$ cat config.mk
export PLATFORM = sky130hd
export DESIGN_NAME = alu_op_sequencer
export DESIGN_NICKNAME = d
export VERILOG_FILES = /design/src/rtl/alu_op_sequencer.sv
export SDC_FILE = /design/constraint.sdc
export NUM_CORES = 1
export LEC_CHECK = 0
export BUFFER_PORTS_ARGS = -buffer_cell sky130_fd_sc_hd__buf_4
export CAP_MARGIN = 10
export CORE_MARGIN = 5
export CORE_UTILIZATION = 50
export CTS_CLUSTER_SIZE = 30
export DETAILED_ROUTE_END_ITERATION = 10
export GPL_TIMING_DRIVEN = 0
export PLACE_DENSITY = 0.8
export SYNTH_ARGS = -nofsm -noshare
export SYNTH_HDL_FRONTEND = slang
export SYNTH_SLANG_ARGS = --single-unit
$ cat constraint.sdc
create_clock -name clock -period 2.5 [get_ports clock]
set_input_delay 0.25 -clock clock [delete_from_list [all_inputs] [get_ports clock]]
set_output_delay 0.25 -clock clock [all_outputs]
set_load 0.02 [all_outputs]
$ cat src/rtl/alu_op_sequencer.sv
// Multi-cycle sequencer for one ALU instruction on the bus datapath.
// Walks rb->Y, rc->ALU->Z, Z->ra (or Z->LO/HI). Outputs are decoded from the registered state.
module alu_op_sequencer #(
  parameter int         EXEC_CYCLES = 1,
  parameter logic [4:0] IDLE_SEL    = 5'd0
) (
  input  logic       clock,
  input  logic       clear,
  input  logic       start,
  input  logic [4:0] opcode,
  input  logic [3:0] ra,
  input  logic [3:0] rb,
  input  logic [3:0] rc,
  output logic [4:0] reg_out_select,
  output logic [3:0] reg_in_sel,
  output logic       reg_in_en,
  output logic       y_in,
  output logic       z_in,
  output logic       hi_in,
  output logic       lo_in,
  output logic [4:0] alu_op,
  output logic       busy,
  output logic       done,
  output logic       err
);

  localparam int CW = (EXEC_CYCLES > 1) ? $clog2(EXEC_CYCLES) : 1;

  localparam logic [4:0] OP_ADD  = 5'd3;
  localparam logic [4:0] OP_SUB  = 5'd4;
  localparam logic [4:0] OP_AND  = 5'd5;
  localparam logic [4:0] OP_OR   = 5'd6;
  localparam logic [4:0] OP_ROR  = 5'd7;
  localparam logic [4:0] OP_ROL  = 5'd8;
  localparam logic [4:0] OP_SHR  = 5'd9;
  localparam logic [4:0] OP_SHRA = 5'd10;
  localparam logic [4:0] OP_SHL  = 5'd11;
  localparam logic [4:0] OP_MUL  = 5'd15;
  localparam logic [4:0] OP_DIV  = 5'd16;
  localparam logic [4:0] OP_NEG  = 5'd17;
  localparam logic [4:0] OP_NOT  = 5'd18;

  localparam logic [4:0] SEL_ZHI = 5'd18;
  localparam logic [4:0] SEL_ZLO = 5'd19;

  typedef enum logic [2:0] {
    S_IDLE, S_LOAD_Y, S_EXEC, S_WB_LO, S_WB_HI, S_DONE
  } state_t;

  state_t          state, state_nxt;
  logic [4:0]      op_q;
  logic [3:0]      ra_q, rb_q, rc_q;
  logic            err_q;
  logic [CW-1:0]   cnt;
  logic [CW-1:0]   last_cnt;
  logic            exec_last;
  logic            accept;

  function automatic logic is_legal(input logic [4:0] op);
    case (op)
      OP_ADD, OP_SUB, OP_AND, OP_OR, OP_ROR, OP_ROL, OP_SHR, OP_SHRA, OP_SHL,
      OP_MUL, OP_DIV, OP_NEG, OP_NOT: is_legal = 1'b1;
      default:                        is_legal = 1'b0;
    endcase
  endfunction

  function automatic logic is_unary(input logic [4:0] op);
    is_unary = (op == OP_NEG) || (op == OP_NOT);
  endfunction

  function automatic logic is_long(input logic [4:0] op);
    is_long = (op == OP_MUL) || (op == OP_DIV);
  endfunction

  assign accept    = (state == S_IDLE) && start;
  assign last_cnt  = is_long(op_q) ? CW'(EXEC_CYCLES - 1) : '0;
  assign exec_last = (cnt == last_cnt);

  always_ff @(posedge clock or posedge clear) begin
    if (clear) begin
      state <= S_IDLE;
    end else begin
      state <= state_nxt;
    end
  end

  // Instruction fields are frozen at accept so later input changes cannot disturb the op.
  always_ff @(posedge clock or posedge clear) begin
    if (clear) begin
      op_q  <= '0;
      ra_q  <= '0;
      rb_q  <= '0;
      rc_q  <= '0;
      err_q <= 1'b0;
      cnt   <= '0;
    end else begin
      if (accept) begin
        op_q  <= opcode;
        ra_q  <= ra;
        rb_q  <= rb;
        rc_q  <= rc;
        err_q <= ~is_legal(opcode);
      end
      if ((state == S_EXEC) && !exec_last) begin
        cnt <= cnt + 1'b1;
      end else begin
        cnt <= '0;
      end
    end
  end

  always_comb begin
    state_nxt = state;
    case (state)
      S_IDLE: begin
        if (start) begin
          if (!is_legal(opcode))     state_nxt = S_DONE;
          else if (is_unary(opcode)) state_nxt = S_EXEC;
          else                       state_nxt = S_LOAD_Y;
        end
      end
      S_LOAD_Y: state_nxt = S_EXEC;
      S_EXEC:   if (exec_last) state_nxt = S_WB_LO;
      S_WB_LO:  state_nxt = is_long(op_q) ? S_WB_HI : S_DONE;
      S_WB_HI:  state_nxt = S_DONE;
      S_DONE:   state_nxt = S_IDLE;
      default:  state_nxt = S_IDLE;
    endcase
  end

  always_comb begin
    reg_out_select = IDLE_SEL;
    reg_in_en      = 1'b0;
    y_in           = 1'b0;
    z_in           = 1'b0;
    hi_in          = 1'b0;
    lo_in          = 1'b0;
    busy           = (state != S_IDLE);
    done           = (state == S_DONE);
    case (state)
      S_LOAD_Y: begin
        reg_out_select = {1'b0, rb_q};
        y_in           = 1'b1;
      end
      S_EXEC: begin
        reg_out_select = is_unary(op_q) ? {1'b0, rb_q} : {1'b0, rc_q};
        z_in           = exec_last;
      end
      S_WB_LO: begin
        reg_out_select = SEL_ZLO;
        if (is_long(op_q)) lo_in = 1'b1;
        else               reg_in_en = 1'b1;
      end
      S_WB_HI: begin
        reg_out_select = SEL_ZHI;
        hi_in          = 1'b1;
      end
      default: ;
    endcase
  end

  assign reg_in_sel = ra_q;
  assign alu_op     = op_q;
  assign err        = err_q;

endmodule

==> results.cfg <==
[global_routing]
grtUsageTotal_pct = 15.3
grt_pass1_vias = 964
grt_pass1_wl_um = 4100
antenna_found_initial = 0
grt_overflow = 0
grt_max_degree = 23

[placement]
globalplace.congestion = 0.811
dp_hpwl_um = 1970
port_buffers = 41

[synthesis]
yosysSeqAreaShare_pct = 45.7
synthTopCellsByArea = dfrtp_1 (46%), mux2_4 (19%), mux2i_1 (3.3%)
netlist_area_um2 = 1200
synth_common_cells = dfrtp_1 (22), mux2_4 (15), inv_1 (7), nand2_1 (6), o21ai_0 (6)
synth_top_area_share_pct = 45.7
synth_nets = 121
synth_edf_count = 0
async_reset_ff_share_pct = 100
yosysMostFrequentCell = dfrtp_1
ys.flop_type = dfrtp_1
syn_area_per_cell_um2 = 11.9
ys_seq_elements = 22
yosysWarnings = 0
ys_types = 33
netlist_instances = 101
synth_top_area_cell = dfrtp_1

[clocking]
clock_path_buffers = 2
htree_num_levels = 1
numCtsBuffers = 3
clk_latency_ns = 0.30
cts.sinks = 22
cts_hold_buf = 0
cts_root_buf = clkbuf_4
cts_resized = 0
cts_tree = yes
cts.reportedPaths.clkPinSlew_ns = 0.12
postCtsSetupRepairBufs = 0

[worst_setup_path]
crit_type = flop to output pin
crit_fanout = 4
r2r-end = alu_op[2]
worstPathRequired_ns = 2.25
reg2reg_from = state[1]
cpPeakStageDelay_ns = 0.44
cpMaxStageDelayCell = dfrtp_1
endpoint_kind = output pin
r2r_slack_ns = 1.05
start_kind = flop
rr_worst_depth = 5
arrival_ns = 1.78
worstPathCellList = nor3b_1 -> nand2_1 -> mux2i_1 -> o221ai_1 -> buf_4

[floorplan]
fp.dieW_um = 59.1
num_rows = 17
die_area_um2 = 3490
pin_count = 42
die_h_um = 59.1
core-area_um2 = 2250
start_util_pct = 53.4

[power]
p_per_area_nw_per_um2 = 1330
power_leakage_nw = 0.801
ir_drop_mv = 0.792

[route]
firstDrtPassIters = 5
initialDrtViolationCount = 21
drtAntennaViolNets = 0
drt_wl_total_um = 2540
avgViaCountPerCell = 5.33
vias = 927
wl_per_cell_um = 14.6
drc = 0

[layout]
n_antenna_cell = 0
fin_util_pct = 70.2
multi_input_area_um2 = 562
final_layout_size_suffix_gt1_share_pct = 47.3
area_growth_pct = 31.5
layout.nets = 167
fillCellCount = 166
seqCellArea_um2 = 551

[flow_run]
maxCapViolations = 0

[sta]
fin_crit_sh_pct = 81.3
drv_slew = 0
setup_viol = 0
rsz0062_at_grt = no
tightest_slew_ns = 0.821
clock_skew_ns = 0.00396
fmax_mhz = 492
maxSlewHeadroom_pct = 45.2
finalCriticalPeriod_ns = 2.03
report.final.hold_viol_count = 0
hold_slack_ns = 0.103
setup_tns_ns = 0

[outcome]
status = finished, final reports clean

[hold_path]
hp-class = input port to asynchronous set/reset pin
through the flow:
step / instance area [um2] / setup slack, ns / power, mW / std cells
after floorplan: 1200 / 0.806 / 1.52 / 101
after global placement: 1550 / 0.824 / 1.91 / 170
after detailed placement: 1550 / 0.807 / 1.94 / 170
after CTS: 1580 / 0.459 / 2.14 / 174
after global routing: 1580 / 0.361 / 2.24 / 174
final: 1580 / 0.468 / 2.11 / 174
registers in the layout (all words and copies together), names as in the netlist:
| register | cells |
|---|---|
| alu_op | 5 |
| err | 1 |
| state | 3 |
| cnt | 1 |
| rb_q | 4 |
| rc_q | 4 |
| reg_in_sel | 4 |
cell families (layout without fill, tap and decap cells):
group	Yosys count	after routing	share of synthesized area, %
other	1	1	0.312
flip-flops	22	22	45.7
AO/OA/AOI/OAI	19	19	10.6
AND/OR/NAND/NOR	25	25	12.3
multiplexers	19	19	22.0
XOR/XNOR	2	2	1.46
buffers and inverters	13	58	7.59
per-layer routing:
metal | track usage, % | part of all wire [%] | vias up | wire [um]
met1 | 17.6 | 42 | 452 | 1070
met3 | 2.40 | 4.7 | 4 | 119
li1 | - | - | 445 | -
met5 | 0 | 0 | - | 0
met2 | 28.2 | 52 | 26 | 1320
met4 | 5.83 | 1.1 | 0 | 29
power breakdown:
part,total (mW),switching (mW),internal [mW]
clock,0.191,0.102,0.0887
combinational,1.27,0.616,0.652
sequential,0.654,0.125,0.529
worst max path at each step:
stage	start	end	slack, ns	depth (start not counted)
2_1_floorplan	alu_op[2]	reg_out_select[1]	0.81	4
3_3_place_gp	alu_op[2]	reg_out_select[1]	0.82	5
3_5_place_dp	alu_op[2]	reg_out_select[1]	0.81	5
4_1_cts	alu_op[2]	reg_out_select[1]	0.46	5
5_1_grt	alu_op[2]	reg_out_select[1]	0.36	5
6_report	alu_op[2]	reg_out_select[1]	0.47	5
final cells by class:
cell class,count,area share [%]
plain buffers,5,3.87
multi-input cells,66,35.5
flip-flops and latches,22,34.8
well taps,28,2.21
repair buffers,41,19.4
inverters,8,1.90
clock buffers,4,2.29
critical path, delay by kind of cell (launching register included):
kind	cells	cell delay, ns
flops	1	0.44
buf+inv	1	0.18
simple gates	2	0.50
compound gates	1	0.19
mux	1	0.17
layout by cell type, fill, tap and decap left out, drive strengths merged, types with 3 or more instances in the layout:
| cell | Yosys | routed |
|---|---|---|
| o21ai | 6 | 6 |
| mux2 | 15 | 15 |
| nand2b | 3 | 3 |
| mux2i | 4 | 4 |
| buf | 5 | 46 |
| nand2 | 6 | 6 |
| nor2 | 6 | 6 |
| dfrtp | 22 | 22 |
| inv | 8 | 8 |
| clkbuf | 0 | 4 |
Power figures use the tool's default switching activity.
